`config.mk`:
```
export PLATFORM = sky130hd
export DESIGN_NAME = serial_subtractor
export DESIGN_NICKNAME = d
export VERILOG_FILES = /design/src/rtl/serial_subtractor.sv
export SDC_FILE = /design/constraint.sdc
export NUM_CORES = 1
export LEC_CHECK = 0
export BUFFER_PORTS_ARGS = -buffer_cell sky130_fd_sc_hd__clkbuf_2
export CORE_ASPECT_RATIO = 0.9
export CORE_MARGIN = 2
export CORE_UTILIZATION = 50
export CTS_CLUSTER_DIAMETER = 30
export DETAILED_ROUTE_END_ITERATION = 8
export PLACE_DENSITY = 0.72
export SLEW_MARGIN = 30
export SYNTH_ARGS = -nofsm -noshare
export SYNTH_HDL_FRONTEND = slang
export SYNTH_SLANG_ARGS = --single-unit
```
`constraint.sdc`:
```
create_clock -name clk_i -period 3.2 [get_ports clk_i]
set_input_delay 0.16 -clock clk_i [delete_from_list [all_inputs] [get_ports clk_i]]
set_output_delay 0.16 -clock clk_i [all_outputs]
set_load 0.05 [all_outputs]
```
`src/rtl/serial_subtractor.sv`:
```
// Bit-serial WIDTH-bit subtractor: diff = a - b - bin, LSB first, one full-subtractor
// step per clock, with valid/ready handshakes on both the operand and result sides.
module serial_subtractor #(
    parameter int WIDTH = 4
) (
    input  logic             clk_i,
    input  logic             rst_ni,
    input  logic             in_valid_i,
    output logic             in_ready_o,
    input  logic [WIDTH-1:0] a_i,
    input  logic [WIDTH-1:0] b_i,
    input  logic             bin_i,
    output logic             out_valid_o,
    input  logic             out_ready_i,
    output logic [WIDTH-1:0] diff_o,
    output logic             bout_o,
    output logic             busy_o
);

    localparam int CW = (WIDTH > 1) ? $clog2(WIDTH) : 1;
    localparam logic [CW-1:0] LAST_CNT = CW'(WIDTH - 1);

    typedef enum logic [1:0] {
        IDLE = 2'd0,
        RUN  = 2'd1,
        DONE = 2'd2
    } state_t;

    state_t           state_q, state_d;
    logic [WIDTH-1:0] sa_q, sa_d;
    logic [WIDTH-1:0] sb_q, sb_d;
    logic [WIDTH-1:0] diff_q, diff_d;
    logic [CW-1:0]    cnt_q, cnt_d;
    logic             borrow_q, borrow_d;
    logic             bout_q, bout_d;

    logic             d_bit;
    logic             borrow_next;

    // Single full-subtractor cell acting on the current LSBs.
    assign d_bit       = sa_q[0] ^ sb_q[0] ^ borrow_q;
    assign borrow_next = (~sa_q[0] & sb_q[0]) | (~(sa_q[0] ^ sb_q[0]) & borrow_q);

    always_comb begin
        state_d  = state_q;
        sa_d     = sa_q;
        sb_d     = sb_q;
        diff_d   = diff_q;
        cnt_d    = cnt_q;
        borrow_d = borrow_q;
        bout_d   = bout_q;
        unique case (state_q)
            IDLE: begin
                if (in_valid_i) begin
                    sa_d     = a_i;
                    sb_d     = b_i;
                    borrow_d = bin_i;
                    cnt_d    = '0;
                    state_d  = RUN;
                end
            end
            RUN: begin
                sa_d            = sa_q >> 1;
                sb_d            = sb_q >> 1;
                diff_d          = diff_q >> 1;
                diff_d[WIDTH-1] = d_bit;
                borrow_d        = borrow_next;
                cnt_d           = cnt_q + CW'(1);
                if (cnt_q == LAST_CNT) begin
                    bout_d  = borrow_next;
                    state_d = DONE;
                end
            end
            DONE: begin
                if (out_ready_i) begin
                    state_d = IDLE;
                end
            end
            default: state_d = IDLE;
        endcase
    end

    always_ff @(posedge clk_i or negedge rst_ni) begin
        if (!rst_ni) begin
            state_q  <= IDLE;
            sa_q     <= '0;
            sb_q     <= '0;
            diff_q   <= '0;
            cnt_q    <= '0;
            borrow_q <= 1'b0;
            bout_q   <= 1'b0;
        end else begin
            state_q  <= state_d;
            sa_q     <= sa_d;
            sb_q     <= sb_d;
            diff_q   <= diff_d;
            cnt_q    <= cnt_d;
            borrow_q <= borrow_d;
            bout_q   <= bout_d;
        end
    end

    assign in_ready_o  = (state_q == IDLE);
    assign out_valid_o = (state_q == DONE);
    assign busy_o      = (state_q == RUN) || (state_q == DONE);
    assign diff_o      = diff_q;
    assign bout_o      = bout_q;

endmodule

```
==> results of run 1 <==
[cell usage after synthesis (all sizes together)]
master	count	area share, %
a21oi	8	4.2
and2b	1	0.79
mux2	6	7.1
ha	4	5.3
a31oi	4	2.6
a221o	7	7.4
nor2	1	1.2
and3	2	1.3
nand2	3	1.2
nand3	6	3.2
dfrtp	18	48
and4	1	0.92
nand2b	9	5.9
inv	7	2.8
o21ai	3	1.6
clkbuf	2	0.79
a22o	1	0.92
fa	1	2.1
buf	4	3.0
[cell families after synthesis]
| group | Yosys count | share of synthesized area [%] |
|---|---|---|
| adders and majority gates | 5 | 7.40 |
| AOI/OAI and AO/OA | 23 | 16.8 |
| and+or+nand+nor | 23 | 14.5 |
| DFF | 18 | 47.6 |
| buffers and inverters | 13 | 6.61 |
| muxes | 6 | 7.13 |
[metrics by stage]
stage,util [%],std cells
final,62.7,131
after global routing,62.7,131
after CTS,62.7,131
after detailed placement,60.0,126
after global placement,60.0,126
after floorplan,-,88
[cell type report]
class,count,area share (%)
Inverter,7,2.42
Sequential cell,18,41.4
Tap cell,24,2.76
Multi-Input combinational cell,57,39.9
Timing Repair Buffer,21,10.1
Clock buffer,4,3.34
[critical path: stages (launching register included)]
cell and delay [ns]:
dfrtp_1 0.41, inv_1 0.09, ha_1 0.51, and2b_1 0.42, nor2_4 0.11, a221o_1 0.35
[routing by layer]
layer	track usage, %	part of all wire (%)	vias up
met2	32.0	46	11
met1	23.3	49	339
li1	-	-	356
met5	0	0	-
met4	8.33	1.6	0
met3	2.98	2.9	4
[path summary, 6_finish.rpt]
kind / end / slack [ns] / depth (start not counted)
max in group asynchronous: diff_o[3] / 2.55 / 2
min: state_q[0] / 0.23 / 3
max reg2reg: sa_q[2] / 1.19 / 5
min reg2reg: cnt_q[1] / 0.52 / 1
max: sa_q[2] / 1.19 / 5
min in group asynchronous: sb_q[3] / 0.33 / 2
[flip-flops by register name (all words and copies together) (netlist names)]
name	count
diff_o	4
sa_q	4
sb_q	4
cnt_q	2
state_q	2
borrow_q	1
bout_o	1
[where the power goes]
group	internal (mW)	total (mW)	switching, mW
sequential	0.329	0.400	0.0707
combinational	0.262	0.738	0.476
clock	0.0692	0.138	0.0692
total	0.661	1.28	0.616
==> impl_metrics.ini, run 1 <==
[outcome]
status = complete, no violations

[layout]
layout_common_cells = clkbuf_2 (20), dfrtp_1 (18), nand2b_1 (9), a21oi_1 (8)
seq_area_sq_um = 450
nNetsFinal = 126
multiInputGateArea_sq_um = 434
syn_to_final_growth_pct = 14.8
finalInstanceArea_sq_um = 1090
nFillCells = 137
drive_above_1_share_pct = 29.0
diodes = 0
final_common_cell = clkbuf_2

[power_and_ir_drop]
report.power.total_mw = 1.28
peakVddDrop_mv = 0.704
cellPowerDensity_nw_per_um2 = 1170
p_leak_nw = 0.524

[global_routing]
first_global_vias = 701
grt_max_degree = 21
antenna_found_initial = 0
grt.overflow.total = 0
grt_pass1_wl_mm = 3.11
grt_use_total_pct = 18.5

[critical_path]
end_kind = flop
worstReg2RegStart = state_q[0]
cp.arrival_ns = 2.19
critPathRequiredTime_ns = 3.39
crit_start = state_q[0]
crit_path_start_kind = flop
cp_max_fo = 20
crit_type = reg2reg

[yosys]
syn_area_sq_um = 947
synth_cell_types = 21
synth-seq-area-share_pct = 47.6
ys_ff_latch = 18
post_synth.cell_area_avg_sq_um = 10.8
syn-num-nets = 106
ys_warn_count = 0
synthCells = 88

[clocking]
cts_buffers = 3
post_cts_resized = 0
clock_latency_ns = 0.29
clock-sinks = 18
cts_hold_buffers = 1
max-clock-path-buffers = 2
h-tree-depth = 1
tritoncts = yes
clkSlewWorstSetupHoldPaths_ns = 0.11
cts_setup_buffers = 0
cts_root_buffer = clkbuf_4

[floorplanning]
fp.dieH_um = 45.3
core_area_sq_um = 1730
ios = 21
row_count = 14
initial_utilization_pct = 54.6
die_area_sq_um = 2260
dieWidth_um = 49.9

[min_path]
min_path_type = in2reg
min_from = out_ready_i

[sta]
period_needed_ns = 2.01
layout_setup_ws_ns = 1.19
fmax_mhz = 498
finalCritPeriodShare_pct = 62.7
setup_viol_count_final = 0
finalSetupTns_ns = 0
maxSlewViolCount = 0
hold_viol = 0
skew_ns = 0.00795
max_slew_margin_pct = 60.8
worst_pin_slew_ns = 0.589
hold_slack_ns = 0.232
rsz0062_at_grt = false

[detailed_routing]
drtIter0Drc = 17
antenna_left = 0
vias = 710
viasPerCell = 5.42
wl_per_cell_um = 13.7
drcViolationCount = 0
first_pass_iters = 3
routed_wl_mm = 1.79

[placed_design]
numPortBuffers = 20
gp_congestion = 0.809
placed_area_sq_um = 1040
pre_cts_ws_ns = 1.25

[flow_run]
cap_violations = 0
(Power assumes the default switching activity.)
==> run 2: changes to the inputs <==
CORE_UTILIZATION = 47   (was 50)
PLACE_DENSITY = 0.71   (was 0.72)
clock period = 1.82 ns   (was 3.2 ns; I/O delays follow)
==> run 2 against run 1 <==
Compared with the run above:
- sequential power grew 75%
- clock power increased by 83%
- worst hold slack got worse by 0.079 ns
- critical path depth increased by 1
- core utilization down 4.5 points
- non-clock buffer count up 3
- largest cell class unchanged
- largest power group unchanged
==> impl_metrics.ini, run 2 (synthesis gave the netlist of run 1 again) <==
[layout]
final_common_cell = clkbuf_2
nNetsFinal = 129
fin_cells = 135
syn_to_final_growth_pct = 17.6
nFillCells = 163
diodes = 0
layout_common_cells = clkbuf_2 (20), dfrtp_1 (18), nand2b_1 (9), a21oi_1 (8)
drive_above_1_share_pct = 31.8

[clocking]
max-clock-path-buffers = 2
clkSlewWorstSetupHoldPaths_ns = 0.11
cts_buffers = 3
cts_setup_buffers = 0
tritoncts = yes
h-tree-depth = 1
clock-sinks = 18
clock_latency_ns = 0.31
cts_root_buffer = clkbuf_4

[critical_path]
critPathRequiredTime_ns = 2.02
crit_path_start_kind = flop
path_cells = inv_1 > ha_2 > buf_4 > nand2b_1 > o21ai_0 > a221o_1
cp_max_fo = 19
cp.arrival_ns = 1.80
cpPeakStageDelay_ns = 0.40
cp_slowest_cell = dfrtp_1
end_kind = flop
crit_type = reg2reg

[sta]
fmax_mhz = 627
finalSetupTns_ns = 0
setup_viol_count_final = 0
rsz0062_at_grt = false
layout_setup_ws_ns = 0.224
skew_ns = 0.0139
worst_pin_slew_ns = 0.460
max_slew_margin_pct = 69.3
finalCritPeriodShare_pct = 87.7
maxSlewViolCount = 0
period_needed_ns = 1.60
hold_viol = 0

[detailed_routing]
wl_per_cell_um = 13.7
routed_wl_mm = 1.85
first_pass_iters = 4
drcViolationCount = 0
viasPerCell = 5.41
drtIter0Drc = 16
vias = 730
antenna_left = 0

[global_routing]
grt_pass1_wl_mm = 3.05
first_global_vias = 682
antenna_found_initial = 0
grt_max_degree = 20
grt.overflow.total = 0
grt_use_total_pct = 17.6

[placed_design]
dpl.hpwl_mm = 1.31
dpl.cell_count = 130
pre_cts_ws_ns = 0.263
gp_congestion = 0.812
numPortBuffers = 20

[power_and_ir_drop]
cellPowerDensity_nw_per_um2 = 2070
report.power.total_mw = 2.31
peakVddDrop_mv = 0.901
p_leak_nw = 0.538

[floorplanning]
core_area_sq_um = 1910
row_count = 15
ios = 21
die_area_sq_um = 2390
fp.dieH_um = 46.6
initial_utilization_pct = 49.5
dieWidth_um = 51.3

[outcome]
status = complete, no violations

[flow_run]
cap_violations = 0

[min_path]
min_path_type = in2reg
==> run 2: cell type report <==
cell class	count	area [sq um]	area share (%)
flip-flops and latches	18	450	40.4
multi-input cells	57	437	39.2
repair buffers	24	133	11.9
clock buffers	4	36.3	3.26
well taps	25	31.3	2.81
inverters	7	26.3	2.36
==> run 2: critical path, delay by kind of cell, from the launching register on <==
kind                     cells  cell delay, ns
AO/OA/AOI/OAI                2            0.53
flip-flops                   1            0.40
buffers and inverters        2            0.26
adder cells (fa/ha/maj)      1            0.18
AND/OR/NAND/NOR              1            0.12
==> run 2: worst paths after layout <==
path | startpoint | endpoint | slack (ns) | depth (start not counted)
worst min register to register | cnt_q[1] | cnt_q[1] | 0.52 | 1
worst min-delay path | out_ready_i | state_q[1] | 0.15 | 3
worst max-delay path | state_q[0] | sa_q[2] | 0.22 | 6
min in group asynchronous | rst_ni | sa_q[3] | 0.25 | 2
max in group asynchronous | rst_ni | diff_o[2] | 1.24 | 2
worst max register to register | state_q[0] | sa_q[2] | 0.22 | 6
==> run 2: power breakdown <==
| group | switching [mW] | internal [mW] | leakage (nW) |
|---|---|---|---|
| Combinational | 0.855 | 0.503 | 0.288 |
| Sequential | 0.120 | 0.579 | 0.228 |
| Clock | 0.131 | 0.122 | 0.0210 |
| Total | 1.11 | 1.20 | 0.538 |
==> run 2: metrics by stage <==
step | hold WS [ns] | util, % | instance area, sq um
after floorplan | -0.205 | - | 950
after global placement | 0.0577 | 55.8 | 1070
after detailed placement | 0.0580 | 55.8 | 1070
after CTS | 0.159 | 58.2 | 1110
after global routing | 0.190 | 58.2 | 1110
final | 0.153 | 58.2 | 1110
==> run 2: per-layer routing <==
metal  global-route usage [%]  vias to the layer above  part of all wire (%)
met5                        0                        -                     0
met4                     9.47                        0                   2.3
met3                     1.95                        5                   2.9
met2                     29.6                       13                    49
met1                     22.8                      355                    46
li1                         -                      357                     -
==> run 2: repair_timing <==
action / CTS / global route
endpoints found under the setup margin: 0 / 0
hold buffers: 1 / 0
endpoints found under the hold margin: 18 / 0
resized for setup: 0 / 0
